==> src/rtl/board_mem_arbiter.sv <==
// board_mem_arbiter: shares the single-port 10x10 board RAM between the
// flipper (read/write), move validator (read) and display scanner (read).
// Round-robin grant with a flipper lock for read-modify-write sequences,
// one-cycle read return, and out-of-range address trapping.
module board_mem_arbiter #(
   parameter int ADDR_W = 7,
   parameter int DATA_W = 2,
   parameter int CELLS  = 100
) (
   input  logic              clock,
   input  logic              reset,
   input  logic              flip_req,
   input  logic              vali_req,
   input  logic              disp_req,
   input  logic [ADDR_W-1:0] flip_addr,
   input  logic [ADDR_W-1:0] vali_addr,
   input  logic [ADDR_W-1:0] disp_addr,
   input  logic              flip_we,
   input  logic [DATA_W-1:0] flip_wdata,
   input  logic              flip_lock,
   output logic              flip_gnt,
   output logic              vali_gnt,
   output logic              disp_gnt,
   output logic              flip_rvalid,
   output logic              vali_rvalid,
   output logic              disp_rvalid,
   output logic [DATA_W-1:0] flip_rdata,
   output logic [DATA_W-1:0] vali_rdata,
   output logic [DATA_W-1:0] disp_rdata,
   output logic [ADDR_W-1:0] mem_addr,
   output logic              mem_we,
   output logic [DATA_W-1:0] mem_wdata,
   input  logic [DATA_W-1:0] mem_rdata,
   output logic              addr_err,
   output logic              busy
);

   // rr_ptr names the requester with highest priority this cycle
   typedef enum logic [1:0] {
      PTR_FLIP = 2'd0,
      PTR_VALI = 2'd1,
      PTR_DISP = 2'd2
   } ptr_t;

   ptr_t              rr_ptr, rr_ptr_nxt;
   logic              locked, locked_nxt;
   logic [2:0]        req;          // {disp, vali, flip}
   logic [2:0]        gnt;          // {disp, vali, flip}
   logic [ADDR_W-1:0] sel_addr;
   logic              sel_oor;

   // Return stage: one cycle behind the grant
   logic [2:0]        rvalid_p1;
   logic              err_p1;
   logic [DATA_W-1:0] ret_data;
   logic [DATA_W-1:0] flip_hold, vali_hold, disp_hold;

   assign req = {disp_req, vali_req, flip_req};

   // Grant selection: lock overrides round-robin; nothing granted in reset
   always_comb begin
      gnt = 3'b000;
      if (!reset) begin
         if (locked && flip_req) begin
            gnt = 3'b001;
         end else begin
            case (rr_ptr)
               PTR_FLIP: begin
                  if (req[0])      gnt = 3'b001;
                  else if (req[1]) gnt = 3'b010;
                  else if (req[2]) gnt = 3'b100;
               end
               PTR_VALI: begin
                  if (req[1])      gnt = 3'b010;
                  else if (req[2]) gnt = 3'b100;
                  else if (req[0]) gnt = 3'b001;
               end
               PTR_DISP: begin
                  if (req[2])      gnt = 3'b100;
                  else if (req[0]) gnt = 3'b001;
                  else if (req[1]) gnt = 3'b010;
               end
               default: gnt = 3'b000;
            endcase
         end
      end
   end

   // Address of the granted requester and its range check
   always_comb begin
      sel_addr = '0;
      case (gnt)
         3'b001:  sel_addr = flip_addr;
         3'b010:  sel_addr = vali_addr;
         3'b100:  sel_addr = disp_addr;
         default: sel_addr = '0;
      endcase
      sel_oor = (gnt != 3'b000) &&
                ({1'b0, sel_addr} >= (ADDR_W + 1)'(CELLS));
   end

   assign flip_gnt  = gnt[0];
   assign vali_gnt  = gnt[1];
   assign disp_gnt  = gnt[2];

   // Out-of-range accesses are steered to cell 0 and never written
   assign mem_addr  = ((gnt != 3'b000) && !sel_oor) ? sel_addr : '0;
   assign mem_we    = gnt[0] & flip_we & ~sel_oor;
   assign mem_wdata = gnt[0] ? flip_wdata : '0;

   // Next pointer/lock: pointer moves past the granted requester
   always_comb begin
      rr_ptr_nxt = rr_ptr;
      locked_nxt = gnt[0] & flip_lock;
      if (gnt[0])      rr_ptr_nxt = PTR_VALI;
      else if (gnt[1]) rr_ptr_nxt = PTR_DISP;
      else if (gnt[2]) rr_ptr_nxt = PTR_FLIP;
   end

   // Arbitration state register
   always_ff @(posedge clock) begin
      if (reset) begin
         rr_ptr <= PTR_FLIP;
         locked <= 1'b0;
      end else begin
         rr_ptr <= rr_ptr_nxt;
         locked <= locked_nxt;
      end
   end

   // ---- grant stage / return stage boundary ----
   // Remember which read completes next cycle and whether it was out of range
   always_ff @(posedge clock) begin
      if (reset) begin
         rvalid_p1 <= 3'b000;
         err_p1    <= 1'b0;
      end else begin
         rvalid_p1 <= {gnt[2], gnt[1], gnt[0] & ~flip_we};
         err_p1    <= sel_oor;
      end
   end

   // Out-of-range reads return the border code instead of RAM data
   assign ret_data = err_p1 ? {DATA_W{1'b1}} : mem_rdata;

   // Per-requester read data holds its last returned value
   always_ff @(posedge clock) begin
      if (reset) begin
         flip_hold <= '0;
         vali_hold <= '0;
         disp_hold <= '0;
      end else begin
         if (rvalid_p1[0]) flip_hold <= ret_data;
         if (rvalid_p1[1]) vali_hold <= ret_data;
         if (rvalid_p1[2]) disp_hold <= ret_data;
      end
   end

   // Reset silences anything still pending from the previous cycle
   assign flip_rvalid = rvalid_p1[0] & ~reset;
   assign vali_rvalid = rvalid_p1[1] & ~reset;
   assign disp_rvalid = rvalid_p1[2] & ~reset;
   assign addr_err    = err_p1 & ~reset;

   assign flip_rdata  = reset ? '0 : (rvalid_p1[0] ? ret_data : flip_hold);
   assign vali_rdata  = reset ? '0 : (rvalid_p1[1] ? ret_data : vali_hold);
   assign disp_rdata  = reset ? '0 : (rvalid_p1[2] ? ret_data : disp_hold);

   assign busy = (gnt != 3'b000) | flip_rvalid | vali_rvalid | disp_rvalid;

endmodule
==> config.mk <==
export PLATFORM = sky130hd
export DESIGN_NAME = board_mem_arbiter
export DESIGN_NICKNAME = d
export VERILOG_FILES = /design/src/rtl/board_mem_arbiter.sv
export SDC_FILE = /design/constraint.sdc
export NUM_CORES = 1
export LEC_CHECK = 0
export CAP_MARGIN = 20
export CORE_MARGIN = 4
export CORE_UTILIZATION = 38
export DETAILED_ROUTE_END_ITERATION = 6
export PLACE_DENSITY_LB_ADDON = 0.05
export SYNTH_ARGS = -nofsm -noshare
export SYNTH_HDL_FRONTEND = slang
export SYNTH_SLANG_ARGS = --single-unit
==> constraint.sdc <==
create_clock -name clock -period 3 [get_ports clock]
set_input_delay 0.45 -clock clock [delete_from_list [all_inputs] [get_ports clock]]
set_output_delay 0.45 -clock clock [all_outputs]
set_load 0.05 [all_outputs]
==> results of run 1 <==
-- final cells by class --
type	instances	area, sq um
sequential	13	260
multi-input combinational	79	517
tap	27	33.8
fill	154	528
inverter	3	11.3
timing repair buffer	61	646
clock buffer	4	26.3
-- critical path: stages --
cell             delay (ns)
clkdlybuf4s50_1        0.57
a21oi_1                0.11
o31ai_2                0.29
nor2_2                 0.11
buf_4                  0.18
or4_4                  0.55
buf_12                 0.17
-- registers in the layout (all words and copies together), names as in the netlist --
signal     flops
rr_ptr         2
disp_hold      2
err_p1         1
vali_hold      2
locked         1
rvalid_p1      3
flip_hold      2
-- metrics by stage --
| step | instances | hold WS, ns | util [%] | area, sq um |
|---|---|---|---|---|
| after floorplan | 100 | 0.502 | - | 830 |
| after global placement | 183 | 0.468 | 72.6 | 1470 |
| after detailed placement | 183 | 0.480 | 72.6 | 1470 |
| after CTS | 187 | 0.492 | 73.9 | 1490 |
| after global routing | 187 | 0.526 | 73.9 | 1490 |
| final | 187 | 0.490 | 73.9 | 1490 |
-- Yosys cell counts (all sizes together) --
cell / instances
nor2: 15
dfxtp: 13
a21oi: 12
a211oi: 6
and2: 6
nor2b: 6
a22o: 5
nand2: 5
a22oi: 3
buf: 3
inv: 3
nor3: 3
and3: 2
clkbuf: 2
o21ai: 2
o2bb2ai: 2
o31ai: 2
a21boi: 1
a31oi: 1
nand2b: 1
nand3: 1
nand3b: 1
nor3b: 1
o211ai: 1
o21a: 1
or3: 1
or4: 1
-- per-layer routing --
layer | GRT usage [%] | vias up
met3 | 6.81 | 0
li1 | - | 484
met1 | 21.4 | 430
met2 | 32.1 | 34
met5 | 0 | -
met4 | 2.90 | 0
-- cell families (layout without fill, tap and decap cells) --
kind of cell / after synthesis / count (layout) / share of synthesized area (%)
simple gates: 43 / 43 / 30.8
compound gates: 36 / 36 / 31.5
flops: 13 / 13 / 31.4
buf+inv: 8 / 68 / 6.33
-- cell usage in the layout (no fill, tap or decap), types with 2 or more instances in the layout --
cell type         n
o2bb2ai_1         2
clkbuf_4          3
a22oi_1           2
a22o_1            5
nand2_1           5
a211oi_1          6
buf_4            18
nor2_1           14
buf_12            8
dfxtp_1          13
clkdlybuf4s50_1  35
and2_1            5
o21ai_1           2
inv_1             2
nor3_1            2
o31ai_2           2
a21oi_1          11
nor2b_1           6
-- report_power, final --
| part | total [uW] | internal [uW] | switching (uW) |
|---|---|---|---|
| Combinational | 268 | 122 | 145 |
| Sequential | 188 | 182 | 6.24 |
| Clock | 105 | 51.5 | 53.9 |
-- worst max path at each step --
stage                     startpoint          end  depth (start not counted)
after CTS                   disp_req         busy                          7
final                       disp_req         busy                          7
after floorplan             flip_req  mem_addr[0]                          6
after global placement      disp_req         busy                          7
after detailed placement    disp_req         busy                          7
after global routing        flip_req  mem_addr[1]                          7
==> run metrics, run 1 <==
Peak Freq approximately 350 MHz; Final Net Count 193; Final Cycle Share 95.7%; main area contributors after synthesis dfxtp_1, a21oi_1, nor2_1; DRC 0; worst r2r src rr_ptr[1]; Leak 0.000617 uW; H-tree levels 1; clk buf depth 2; syn nets roughly 130; RD Place Congestion 0.827; gr ovfl total 0; Met3 Routed Length ~270 um; Port Buf Inserts 55; Slew @ Worst Pin 0.739 ns; Setup violations, final 0; share of post-route cells with drive strength above 1 25.6%; Die ar. between 2000 and 3000 sq um; total CTS buffers 3; vias in the first global route around 930; Hold EP vali_hold[1]; peak supply drop 0.332 mV; 1st-pass router iterations 4; TritonCTS clock tree done; Yosys top cell by area dfxtp_1; Die X between 50 and 60 um; core area 2020 sq um; hold path startpoint vali_hold[1]; all-layer global routing usage 18.4%; antenna cells 0; CP Class input pin to output port; Mapped Cells 100; CTS resizes 0; Top Metal Used met3; Hold Path Class register to register; largest net degree at the start of global routing 15; Sink Count 13; via count 948; Worst-Skew Late Latency 0.27 ns; Detail Route met2 WL 1260 um; Cell Area, Synth 830 sq um; Seq cells post-synth 13; Setup Skew 0.00604 ns; worst rel slew slack 50.7%; area grow syn2layout 80.1%; Slew Viols, Final 0; Worst setup SP type input pin; FF-to-FF End err_p1; Design Power around 560 uW; post-route setup TNS 0 ns; routed vias/inst 5.07; initial antenna violation count 0; Avg Cell Area, Syn 8.30 sq um; clock root buffer master clkbuf_4; RSZ-0062 raised after global routing false; Die Height 54.7 um; Setup WS pre-CTS roughly 0.13 ns; Post-CTS Setup Bufs 0; post-DR wirelength/cell 13.7 um; first-pass GRT wire length between 4000 and 5000 um; Crit. End Element output port; Clock transition at path regs about 0.07 ns; min cycle time layout 2.87 ns; post-synth top area share 31.4%; hpwl dp 2200 um; Antenna Nets Post-Route 0; max-cap viol count 0; power density over the cells ~380 nW/um^2; hold_buf cts 0; Final Worst Setup Slack 0.128 ns; WL met1 1020 um; reg2reg setup slack 1.32 ns; reg2reg path depth 6; Fin. Hold Viols 0; Crit path arrival time 2.42 ns; I/O Pins 56; Seq/Total Area, Yosys between 30% and 40%; yosys warns 0; status finished, final reports clean; Synth cell types 34; starting density of the core around two fifths; detailed-route wire length between 2000 and 3000 um; worst hold stages 2; row cnt 16; Iter 0 DRT Violations 4; critical path peak fanout 7; CP required ~2.6 ns
(Power assumes the default switching activity.)
==> run 2: changes to the inputs <==
--- a/config.mk
+++ b/config.mk
@@ -10,6 +10,7 @@
 export CORE_UTILIZATION = 38
 export DETAILED_ROUTE_END_ITERATION = 6
 export PLACE_DENSITY_LB_ADDON = 0.05
+export REMOVE_ABC_BUFFERS = 1
 export SYNTH_ARGS = -nofsm -noshare
 export SYNTH_HDL_FRONTEND = slang
 export SYNTH_SLANG_ARGS = --single-unit
==> run 2 against run 1 <==
  * Setup slack got worse by 0.070 ns
  * Fmax decreased by 2.4%
  * Highest routed layer is now met4
  * Critical path depth increased by 2
  * Final area decreased by 0.92%
==> run metrics, run 2 (synthesis results as in run 1) <==
post-route setup TNS 0 ns (unchanged); Setup violations, final 0 (unchanged); Sw Share 37.3% (+0.64 points); reg2reg path depth 6 (unchanged); hpwl dp 2400 um (+9.4%); commonest non-fill, non-tap cell in the layout clkdlybuf4s50_1; core area 2020 sq um (unchanged); clk buf depth 2 (unchanged); max-cap viol count 0 (unchanged); routed vias/inst 5.32 (+4.9%); Final Net Count 192 (-0.52%); Clock transition at path regs 0.07 ns (about the same); worst r2r src rr_ptr[1]; share of post-route cells with drive strength above 1 26.4% (+0.79 points); Die Height 54.7 um (unchanged); area grow syn2layout 78.4%; min cycle time layout 2.94 ns (+0.0698 ns); worst hold stages 2 (unchanged); starting density of the core 41.0% (unchanged); hold path startpoint flip_hold[1]; Largest Register rvalid_p1; max incr delay on CP 0.58 ns (about the same); Placement Cell Area 1450 sq um (-1.5%); CP required 2.55 ns (about the same); RSZ-0062 raised after global routing true; H-tree levels 1 (unchanged); power density over the cells 380 nW/um^2 (+1.1%); Crit path arrival time 2.49 ns (+0.07 ns); Crit. End Element output port; sw power 209 uW (+1.9%); reg2reg setup slack 1.29 ns (-0.03 ns); Internal 352 uW (-0.88%); Post-CTS Setup Bufs 0 (unchanged); post-DR wirelength/cell 15.6 um (+14%); I/O Pins 56 (unchanged); max reg flops 3 (unchanged); Fin. Hold Viols 0 (unchanged); Comb power frac 47.6% (about the same); gr ovfl total 0 (unchanged); Antenna Nets Post-Route 0 (unchanged); Peak Freq 340 MHz (-2.4%); 1st-pass router iterations 4 (unchanged); CP Class input pin to output port; Clock power frac 18.8% (about the same); Worst setup SP type input pin; Setup Skew 0.00625 ns (+0.000213 ns); total CTS buffers 3 (unchanged); Slew @ Worst Pin 0.505 ns (-0.234 ns); CTS resizes 0 (unchanged); Hold Path Class register to register; Iter 0 DRT Violations 9 (+5); post-route insts no fill 186 (-0.53%); hold_buf cts 0 (unchanged); peak supply drop 0.424 mV (+28%); Slew Viols, Final 0 (unchanged); initial antenna violation count 0 (unchanged); status finished, final reports clean; detailed-route wire length 2900 um (+13%); antenna cells 0 (unchanged); clock root buffer master clkbuf_4; vias in the first global route 984 (+5.4%); worst rel slew slack 66.3% (+16 points); most frequent cells in the layout clkdlybuf4s50_1, buf_4, nor2_1; Die X 54.7 um (unchanged); design area 1480 sq um (-0.92%); largest net degree at the start of global routing 15 (unchanged); via count 989 (+4.3%); Leak 0.000612 uW (-0.72%); first-pass GRT wire length 4480 um (+11%); all-layer global routing usage 20.7% (+2.3 points); DRC 0 (unchanged); Seq pwr share 33.6% (about the same); RD Place Congestion 0.883 (+6.8%); Cell Chain, Critical Path clkdlybuf4s50_1 > a21oi_1 > o31ai_2 > nor2_4 > buf_4 > o31ai_2 > nand3_2 > a21oi_1 > buf_12; FF-to-FF End err_p1; critical path peak fanout 8 (+1); Sink Count 13 (unchanged); Final Cycle Share 98.1% (+2.3 points); Worst-Skew Late Latency 0.27 ns (about the same); Hold EP flip_hold[1]; Port Buf Inserts 55 (unchanged); row cnt 16 (unchanged); TritonCTS clock tree done; Die ar. 2990 sq um (unchanged); Post-Place Cells 182 (-0.55%); Slowest-stage cell, CP clkdlybuf4s50_1
## run 2: changes by cell type in the layout (fill, tap and decap cells not counted)
| cell | delta |
|---|---|
| a21oi_1 | -1 |
| a21oi_2 | +1 |
| buf_12 | -1 |
| buf_4 | +1 |
| clkdlybuf4s50_1 | -1 |
| nor2_2 | -1 |
| nor2_4 | +1 |
## run 2: cell type report
type	instances	area, sq um
repair buffers	60	623
fillers	158	542
multi-input cells	79	526
flip-flops and latches	13	260
well taps	27	33.8
clock buffers	4	26.3
inverters	3	11.3
## run 2: how the worst max path moves through the flow
stage / from / to / slack (ns) / cells past startpoint
after global routing: disp_req / mem_addr[5] / -0.01 / 9
after floorplan: vali_req / mem_addr[0] / 0.03 / 6
after CTS: disp_req / mem_we / 0.05 / 8
final: disp_req / mem_addr[5] / 0.06 / 9
after detailed placement: disp_req / mem_we / 0.05 / 8
after global placement: disp_req / mem_we / 0.11 / 8
## run 2: routing by layer
layer | track usage (%) | vias to the layer above | share of wire, %
met1 | 23.4 | 460 | 39
li1 | - | 483 | -
met5 | 0 | - | 0
met4 | 2.49 | 0 | 0.90
met2 | 36.2 | 42 | 48
met3 | 9.26 | 4 | 12
## run 2: critical path: cells and delay by family
family	cells	cell delay [ns]
simple gates	2	0.28
buf+inv	3	0.93
compound gates	4	0.82
## run 2: power by group through the flow
stage,Sequential [uW],Clock (uW),Combinational (uW)
4_1_cts,188,109,267
2_1_floorplan,191,0,143
3_3_place_gp,192,0,260
3_5_place_dp,193,0,266
5_1_grt,190,120,282
6_report,189,106,268
## run 2: per-stage QoR
step / power, uW / setup WS, ns / utilization, % / hold WS [ns]
CTS: 565 / 0.0529 / 72.8 / 0.488
detailed placement: 459 / 0.0512 / 71.5 / 0.478
global placement: 452 / 0.106 / 71.5 / 0.471
global route: 592 / -0.0115 / 73.2 / 0.520
finish: 562 / 0.0580 / 73.2 / 0.489
floorplan: 334 / 0.0313 / - / 0.496
